File: src/rtl/mips_mem_pkg.sv
// Shared types and limits for the data-memory responder: FSM states, captured
// request record and the request fault decode.
package mips_mem_pkg;

    localparam int DEPTH_DEFAULT = 64;
    localparam int LATENCY_MIN   = 1;
    localparam int LATENCY_MAX   = 15;
    localparam int CNT_W         = $clog2(LATENCY_MAX + 1);

    typedef enum logic [1:0] {
        IDLE,
        WAIT,
        RESP
    } state_t;

    typedef struct packed {
        logic [31:0] addr;
        logic [31:0] wdata;
        logic [3:0]  be;
        logic        write;
        logic        read;
    } req_t;

    // Misaligned, beyond the word store, or not exactly one of read/write.
    function automatic logic req_fault(input req_t req, input int aw);
        return (req.addr[1:0] != 2'b00)
            || ((req.addr >> (aw + 2)) != 32'd0)
            || (req.read == req.write);
    endfunction

endpackage

File: src/rtl/dmem_responder_if.sv
// Core-to-memory request/response bus. Optional byte-enable lane is present
// only when DMEM_BYTE_STROBE_EN is defined.
interface dmem_responder_if;

    logic        req_valid;
    logic        req_ready;
    logic [31:0] req_addr;
    logic [31:0] req_wdata;
    logic        req_write;
    logic        req_read;
`ifdef DMEM_BYTE_STROBE_EN
    logic [3:0]  req_be;
`endif
    logic        resp_valid;
    logic        resp_ready;
    logic [31:0] resp_rdata;
    logic        resp_err;

    modport master (
`ifdef DMEM_BYTE_STROBE_EN
        output req_be,
`endif
        output req_valid, req_addr, req_wdata, req_write, req_read, resp_ready,
        input  req_ready, resp_valid, resp_rdata, resp_err
    );

    modport slave (
`ifdef DMEM_BYTE_STROBE_EN
        input  req_be,
`endif
        input  req_valid, req_addr, req_wdata, req_write, req_read, resp_ready,
        output req_ready, resp_valid, resp_rdata, resp_err
    );

endinterface

File: src/rtl/dmem_array.sv
// DEPTH x 32 word store: synchronous byte-lane write, synchronous read into a
// resettable output register that can also be cleared to zero.
module dmem_array
    import mips_mem_pkg::*;
#(
    parameter int DEPTH = DEPTH_DEFAULT,
    parameter int AW    = $clog2(DEPTH)
) (
    input  logic          clk,
    input  logic          rst_n,
    input  logic          i_we,
    input  logic          i_re,
    input  logic          i_clr,
    input  logic [3:0]    i_be,
    input  logic [AW-1:0] i_addr,
    input  logic [31:0]   i_wdata,
    output logic [31:0]   o_rdata
);

    logic [31:0] r_mem [DEPTH];
    logic [31:0] r_rdata;

    // NOTE: the storage array has no reset; contents survive rst_n and a reset
    // branch here would turn the RAM into a huge bank of flops.
    always_ff @(posedge clk) begin
        if (i_we) begin
            for (int i = 0; i < 4; i++) begin
                if (i_be[i]) r_mem[i_addr][8*i +: 8] <= i_wdata[8*i +: 8];
            end
        end
    end

    always_ff @(posedge clk or negedge rst_n) begin
        if (!rst_n) begin
            r_rdata <= '0;
        end else if (i_clr) begin
            r_rdata <= '0;
        end else if (i_re) begin
            r_rdata <= r_mem[i_addr];
        end
    end

    assign o_rdata = r_rdata;

endmodule

File: src/rtl/dmem_responder.sv
// Single-outstanding data-memory responder with programmable latency.
// Define DMEM_BYTE_STROBE_EN to enable per-byte store strobes (req_be).
module dmem_responder
    import mips_mem_pkg::*;
#(
    parameter int DEPTH   = DEPTH_DEFAULT,
    parameter int LATENCY = 2
) (
    input  logic           clk,
    input  logic           rst_n,
    dmem_responder_if.slave bus
);

    localparam int AW  = $clog2(DEPTH);
    localparam int LAT = (LATENCY < LATENCY_MIN) ? LATENCY_MIN :
                         (LATENCY > LATENCY_MAX) ? LATENCY_MAX : LATENCY;
    localparam logic [CNT_W-1:0] LAST_WAIT = CNT_W'((LAT >= 2) ? LAT - 2 : 0);

    state_t           r_state;
    logic [CNT_W-1:0] r_cnt;
    req_t             r_req;
    logic             r_req_ready;
    logic             r_resp_valid;
    logic             r_resp_err;

    req_t             w_in;
    req_t             w_cmt;
    logic             w_accept;
    logic             w_go;
    logic             w_fault;
    logic             w_we;
    logic             w_re;
    logic             w_clr;
    logic             w_resp_hs;
    logic [AW-1:0]    w_idx;
    logic [31:0]      w_rdata;

    // NOTE: combinational logic uses blocking assignments and writes every
    // signal unconditionally, so no path can infer a latch.
    always_comb begin
        w_in.addr  = bus.req_addr;
        w_in.wdata = bus.req_wdata;
        w_in.write = bus.req_write;
        w_in.read  = bus.req_read;
`ifdef DMEM_BYTE_STROBE_EN
        w_in.be    = bus.req_be;
`else
        w_in.be    = 4'hF;
`endif
        w_accept  = bus.req_valid && r_req_ready;
        // With LAT==1 the commit happens on the accepting edge, straight from the bus.
        w_cmt     = (r_state == IDLE) ? w_in : r_req;
        w_go      = ((r_state == IDLE) && w_accept && (LAT == 1))
                 || ((r_state == WAIT) && (r_cnt == LAST_WAIT));
        w_fault   = req_fault(w_cmt, AW);
        w_idx     = w_cmt.addr[AW+1:2];
        w_we      = w_go && !w_fault && w_cmt.write;
        w_re      = w_go && !w_fault && w_cmt.read;
        w_resp_hs = r_resp_valid && bus.resp_ready;
        w_clr     = (w_go && !w_re) || w_resp_hs;
    end

    always_ff @(posedge clk or negedge rst_n) begin
        if (!rst_n) begin
            r_state      <= IDLE;
            r_cnt        <= '0;
            r_req        <= '0;
            r_req_ready  <= 1'b1;
            r_resp_valid <= 1'b0;
            r_resp_err   <= 1'b0;
        end else begin
            case (r_state)
                IDLE: begin
                    if (w_accept) begin
                        r_req       <= w_in;
                        r_cnt       <= '0;
                        r_req_ready <= 1'b0;
                        if (w_go) begin
                            r_state      <= RESP;
                            r_resp_valid <= 1'b1;
                            r_resp_err   <= w_fault;
                        end else begin
                            r_state <= WAIT;
                        end
                    end
                end
                WAIT: begin
                    if (w_go) begin
                        r_state      <= RESP;
                        r_resp_valid <= 1'b1;
                        r_resp_err   <= w_fault;
                    end else begin
                        r_cnt <= r_cnt + CNT_W'(1);
                    end
                end
                RESP: begin
                    if (w_resp_hs) begin
                        r_state      <= IDLE;
                        r_req_ready  <= 1'b1;
                        r_resp_valid <= 1'b0;
                        r_resp_err   <= 1'b0;
                    end
                end
                default: r_state <= IDLE;
            endcase
        end
    end

    dmem_array #(
        .DEPTH (DEPTH),
        .AW    (AW)
    ) u_array (
        .clk     (clk),
        .rst_n   (rst_n),
        .i_we    (w_we),
        .i_re    (w_re),
        .i_clr   (w_clr),
        .i_be    (w_cmt.be),
        .i_addr  (w_idx),
        .i_wdata (w_cmt.wdata),
        .o_rdata (w_rdata)
    );

    assign bus.req_ready  = r_req_ready;
    assign bus.resp_valid = r_resp_valid;
    assign bus.resp_err   = r_resp_err;
    assign bus.resp_rdata = w_rdata;

endmodule
File: src/flat_wrapper.sv
// flat-port wrapper written by rule: the top's interface ports become plain ports
module dmem_responder_flat import mips_mem_pkg::*;
#(
    parameter int DEPTH   = DEPTH_DEFAULT,
    parameter int LATENCY = 2
)
  (clk, rst_n, bus_req_valid, bus_req_addr, bus_req_wdata, bus_req_write, bus_req_read, bus_resp_ready, bus_req_ready, bus_resp_valid, bus_resp_rdata, bus_resp_err);
  dmem_responder_if bus_i ();
  input  logic clk;
  input  logic rst_n;
  input wire logic [$bits(bus_i.req_valid)-1:0] bus_req_valid;
  input wire logic [$bits(bus_i.req_addr)-1:0] bus_req_addr;
  input wire logic [$bits(bus_i.req_wdata)-1:0] bus_req_wdata;
  input wire logic [$bits(bus_i.req_write)-1:0] bus_req_write;
  input wire logic [$bits(bus_i.req_read)-1:0] bus_req_read;
  input wire logic [$bits(bus_i.resp_ready)-1:0] bus_resp_ready;
  output wire logic [$bits(bus_i.req_ready)-1:0] bus_req_ready;
  output wire logic [$bits(bus_i.resp_valid)-1:0] bus_resp_valid;
  output wire logic [$bits(bus_i.resp_rdata)-1:0] bus_resp_rdata;
  output wire logic [$bits(bus_i.resp_err)-1:0] bus_resp_err;
  assign bus_i.req_valid = bus_req_valid;
  assign bus_i.req_addr = bus_req_addr;
  assign bus_i.req_wdata = bus_req_wdata;
  assign bus_i.req_write = bus_req_write;
  assign bus_i.req_read = bus_req_read;
  assign bus_i.resp_ready = bus_resp_ready;
  assign bus_req_ready = bus_i.req_ready;
  assign bus_resp_valid = bus_i.resp_valid;
  assign bus_resp_rdata = bus_i.resp_rdata;
  assign bus_resp_err = bus_i.resp_err;
  dmem_responder #(.DEPTH(DEPTH), .LATENCY(LATENCY)) u_core (.clk(clk), .rst_n(rst_n), .bus(bus_i));
endmodule
File: config.mk
export PLATFORM = sky130hd
export DESIGN_NAME = dmem_responder_flat
export DESIGN_NICKNAME = d
export VERILOG_FILES = /design/src/rtl/mips_mem_pkg.sv /design/src/rtl/dmem_responder_if.sv /design/src/rtl/dmem_array.sv /design/src/rtl/dmem_responder.sv /design/src/flat_wrapper.sv
export SDC_FILE = /design/constraint.sdc
export NUM_CORES = 2
export LEC_CHECK = 0
export CAP_MARGIN = 20
export CORE_MARGIN = 10
export CORE_UTILIZATION = 42
export DETAILED_ROUTE_END_ITERATION = 6
export HOLD_SLACK_MARGIN = 0.1
export PLACE_DENSITY = 0.58
export REMOVE_ABC_BUFFERS = 1
export SYNTH_ARGS = -nofsm -noshare
export SYNTH_HDL_FRONTEND = slang
export SYNTH_HIERARCHICAL = 1
export SYNTH_SLANG_ARGS = --single-unit
File: constraint.sdc
create_clock -name clk -period 9.2 [get_ports clk]
set_clock_uncertainty 0.15 [all_clocks]
set_input_delay 1.84 -clock clk [delete_from_list [all_inputs] [get_ports clk]]
set_output_delay 1.84 -clock clk [all_outputs]
set_load 0.02 [all_outputs]
## After elaboration in Yosys (flattened, before gate mapping)

Memories as Yosys holds them, arrays and structs flattened.
Index checks and enable logic that the tools add are counted.

- Logic and storage cells: 78
- Bits in read-only memories: 0
- Memories kept: 1
- Bits in latches: 0
- Input bits: 70
- Flip-flop bits (word level): 108
- Output and inout bits: 35
- RAM bits: 2048

- $mul: 0
- Reduce and logical (&&, ||, !) cells: 25
- Order comparisons: 0
- Divide/modulo/power cells: 0
- Bitwise gates (word level): 0
- Muxes and demuxes: 33
- Shift-type cells: 0
- Eq/ne operators: 7
- Add/sub/neg operators: 1

Memory list:

| memory | words | bits a word | rd ports | clocked after memory_dff | write ports | RTL line | source |
|---|---|---|---|---|---|---|---|
| u_core.u_array.r_mem | 64 | 32 | 1 | 0 | 1 | dmem_array.sv:20 | `logic [31:0] r_mem [DEPTH];` |

Operators with widths:

| cell | count |
|---|---|
| 70-bit 2-to-1 mux | 1 |
| 32-bit 2-to-1 mux | 2 |
| 32-bit nonzero test | 1 |
| 1-bit 2-to-1 mux | 19 |
| 3-bit AND reduction | 4 |
| 2-bit 2-to-1 mux | 4 |
| 4-bit 2-to-1 mux | 2 |
| 4-bit one-hot mux with 2 select lines | 1 |
| 2-bit nonzero test | 4 |
| 1-bit logical AND | 7 |
| 2-bit by 1-bit != test with 1-bit output (second input constant) | 3 |
| 1-bit one-hot mux with 3 select lines | 2 |
| 2-bit one-hot mux with 3 select lines | 1 |
| 4-bit by 1-bit adder with 4-bit output (second input constant) | 1 |
| 4-bit logical NOT | 1 |
| 1-bit logical OR | 3 |
| 3-bit nonzero test | 1 |
| 2-bit by 1-bit == test with 1-bit output (second input constant) | 1 |
| 2-bit == test (second input constant) | 1 |
| 1-bit logical NOT | 2 |
| 2-bit logical NOT | 1 |
| 2-bit != test (second input constant) | 1 |
| 1-bit one-hot mux with 2 select lines | 1 |
| 2-bit AND reduction | 1 |
| 1-bit == test | 1 |

## Longest topological paths before layout

- Depth in word-level cells: 12
- Mapped depth: 15
- Mapped depth without buffers: 10

## Modules after synthesis

Netlist, hierarchy kept.

Modules (own cells, without submodules):

| module | times used | area an instance (um2) | cells each | sequential area each (um2) |
|---|---|---|---|---|
| dmem_array | 1 | 79999.2 | 4784 | 62299.8 |
| dmem_responder | 1 | 3658.5 | 407 | 1903.1 |

## Worst setup path after synthesis

Ideal clock, no wire load.

- Path kind: input -> register
- Start point: input bus_req_addr[4]
- End point: memory u_core.u_array.r_mem[11][24] (enable)
- Arrival time: 3.810 ns
- Stages on the path: 10
- Library setup time: 0.370 ns
- Path slack: 4.869 ns
- Data required time: 8.680 ns
- Cells stage by stage: mux2_2 buf_4 buf_6 buf_4 buf_2 buf_2 buf_2 nor2_1 nand2_1 nor2_1

- Word-level cells in the longest chain between the ends: 1

Ends and longest elaborated chain:

| item | RTL line | source |
|---|---|---|
| start: declaration | flat_wrapper.sv:12 | `input wire logic [$bits(bus_i.req_addr)-1:0] bus_req_addr;` |
| 70-bit 2-to-1 mux | dmem_responder.sv:52 | `w_cmt = (r_state == IDLE) ? w_in : r_req;` |
| end: declaration | dmem_array.sv:20 |  |

No other way between the ends.

==> results_dict.tcl <==
set metrics [dict create \
    outcome "finished, final reports clean" \
    wl_per_cell_um 30.2 \
    async_flop_share_pct 5.01 \
    grt_pass1_vias 48600 \
    wl_met2_um 112000 \
    cts.hold.buffers_added 0 \
    nets 5301 \
    ant_nets 0 \
    met1Wirelength_um 99900 \
    cts.sinks 2156 \
    synthTopCellsByCount "edfxtp_1 (2048), nor2_1 (436), a22oi_1 (389), nand2_1 (307), mux2i_1 (265)" \
    post_cts_resized 0 \
    syn2layout_area_growth_pct 12.6 \
    grt_start_max_net_pins 143 \
    hp-class "register to register" \
    synthCells 5191 \
    mappedNetlistArea_sq_um 83700 \
    synth-seq-cells 2156 \
    p_leak_nw 30.0 \
    setup_viol 0 \
    seqPwrFrac_pct 52.9 \
    synth_most_common_cell "edfxtp_1" \
    dr.pass1.iters 6 \
    die_h_um 466 \
    final_layout_size_suffix_gt1_share_pct 9.71 \
    final-hold-violation-count 0 \
    syn_avg_cell_area_sq_um 16.1 \
    clock.fmax_ghz 0.178 \
    cts_root_buffer "clkbuf_16" \
    cts_max_path_buffers 3 \
    synth_seq_area_share_pct 76.7 \
    die_w_um 466 \
    drc_errors 0 \
    ff2ff_path_depth 8 \
    rows 163 \
    cp.arrival_ns 5.94 \
    cts_buffers 212 \
    critPathKind "input port to register" \
    ys_types 72 \
    core_sq_um 198000 \
    die_area_sq_um 217000 \
    switchingPower_mw 4.37 \
    clk_pin_slew_ns 0.06 \
    place_congestion 0.836 \
    grt_antenna_before_repair 4 \
    grt_usage_pct 21.6 \
    synth-edff-count 2048 \
    switching_share_pct 21.5 \
    grt_pass1_wl_um 349000 \
    routed-via-count 49700 \
    critPathLaunchType "input port" \
    holdWs_ns 0.315 \
    initial_core_util_pct 42.3 \
    avgViaCountPerCell 6.17 \
    power.density_nw_per_um2 216 \
    crit_path_end_kind "register" \
    ys_warn_count 6 \
    hold_depth 1 \
    slew_viol_final 0 \
    tightest_slew_ns 1.13 \
    cap_violations 0 \
    rsz0062_at_grt "false" \
    r2r_setup_slack_ns 3.76 \
    fin_util_pct 47.7 \
    insertion_delay_ns 0.85 \
    yosysTopAreaCell "edfxtp_1" \
    yosys_most_used_dff "edfxtp_1" \
    min_period_over_period_pct 61.2 \
    routed.top_layer "met4" \
    wl_met3_um 23500 \
    io_pins 105 \
    grt-ovfl-total 0 \
    pwr-share-comb_pct 4.8 \
    cp.required_ns 9.51 \
    post-cts-setup-buffers 0 \
    dpl.hpwl_um 143000 \
    relSlewSlack_pct 24.4 \
    yosys.area.top_type_share_pct 73.5 \
    portBuffers 104 \
    layout_min_cycle_time_ns 5.63 \
    drtIter0Drc 6619 \
    power_mw 20.3 \
    clockPowerShare_pct 42.3 \
    ir_worst_vdd_uv 163 \
    cts_tree "built" \
    routed_wl_um 243000 \
    synthTopCellsByArea "edfxtp_1 (74%), a22oi_1 (3.5%), dfrtp_1 (3.2%)" \
    p_int_mw 15.9 \
    crit_fanout 50 \
    htreeDepth 4 \
    fin_tns_setup_ns 0 \
]
## critical path, stage by stage
cell             delay (ns)
clkdlybuf4s50_1        0.52
mux2_8                 0.48
clkinv_2               0.69
nor2_4                 0.84
buf_4                  0.43
nand2_1                0.34
nor2_1                 0.63
## flip-flops by register name, indices dropped and copies added, names as in the netlist
signal,flops
u_core/bus.resp_err,1
u_core/u_array/o_rdata,32
u_core/bus.req_ready,1
u_core/r_state,2
u_core/bus.resp_valid,1
u_core/r_cnt,4
u_core/u_array/r_mem,2048
u_core/r_req,67
## cells in the final DEF (no fill, tap or decap), drive strengths merged, types with 6 or more instances in the layout
cell,instances
nor3,95
nand4,15
and2,8
o22ai,181
dfrtp,107
edfxtp,2048
nor2,440
nand2,307
a22o,138
a22oi,389
a21oi,160
and3,7
o21a,14
o31a,14
o31ai,14
clkinv,101
o221ai,30
inv,6
mux2,43
clkdlybuf4s50,103
nor4,18
a311oi,18
a221oi,242
bufinv,20
mux2i,265
nor2b,6
nand3,14
buf,115
or4,17
clkbuf,265
o2bb2ai,14
nor3b,8
mux4,12
o21ai,92
o32ai,18
clkinvlp,6
## layout make-up
class	count	area [sq um]
Tap cell	2640	3300
Inverter	5	20.0
Antenna cell	2	5.00
Sequential cell	2156	64200
Timing Repair Buffer	218	2030
Multi-Input combinational cell	2636	17800
Fill cell	16700	103000
Clock inverter	128	1170
Clock buffer	265	5710
## through the flow
| step | worst slack (ns) | area [sq um] | instances |
|---|---|---|---|
| 2_1_floorplan | -5.14 | 81700 | 4797 |
| 3_3_place_gp | 2.93 | 87200 | 7649 |
| 3_5_place_dp | 2.86 | 87300 | 7652 |
| 4_1_cts | 3.71 | 94100 | 8045 |
| 5_1_grt | 3.53 | 94200 | 8049 |
| 6_report | 3.57 | 94200 | 8050 |
## metal layers
layer | vias up | track usage, %
met5 | - | 0
met3 | 414 | 4.37
li1 | 21000 | -
met4 | 0 | 6.81
met2 | 2719 | 34.0
met1 | 25500 | 30.4
## kinds of logic after synthesis
logic type	synth area share (%)
AOI/OAI and AO/OA	11.9
xor gates and xnor gates	0.0209
adders and majority gates	0.0299
buffers and inverters	2.34
DFF	76.7
muxes	4.07
and+or+nand+nor	4.87
## worst paths after layout
kind                                          startpoint                                     end
setup / recovery                         bus_req_addr[4]   u_core/u_array/r_mem[37][3]$_DFFE_PP_
hold / removal               u_core/r_req[2]$_DFFE_PN0P_             u_core/r_req[2]$_DFFE_PN0P_
setup reg to reg           u_core/r_state[0]$_DFFE_PN0P_   u_core/u_array/r_mem[37][3]$_DFFE_PP_
hold reg to reg              u_core/r_req[2]$_DFFE_PN0P_             u_core/r_req[2]$_DFFE_PN0P_
max in group asynchronous                          rst_n  u_core/u_array/o_rdata[19]$_DFFE_PN0P_
min in group asynchronous                          rst_n            u_core/r_req[13]$_DFFE_PN0P_
## power groups by stage
| stage | logic, mW | clock network, mW | registers, mW |
|---|---|---|---|
| final | 0.980 | 8.59 | 10.7 |
| after global routing | 1.03 | 9.12 | 10.7 |
| after detailed placement | 0.969 | 0 | 10.9 |
| after CTS | 0.971 | 8.71 | 10.7 |
| after floorplan | 0.538 | 0 | 10.9 |
| after global placement | 0.962 | 0 | 10.9 |
(Power assumes the default switching activity.)
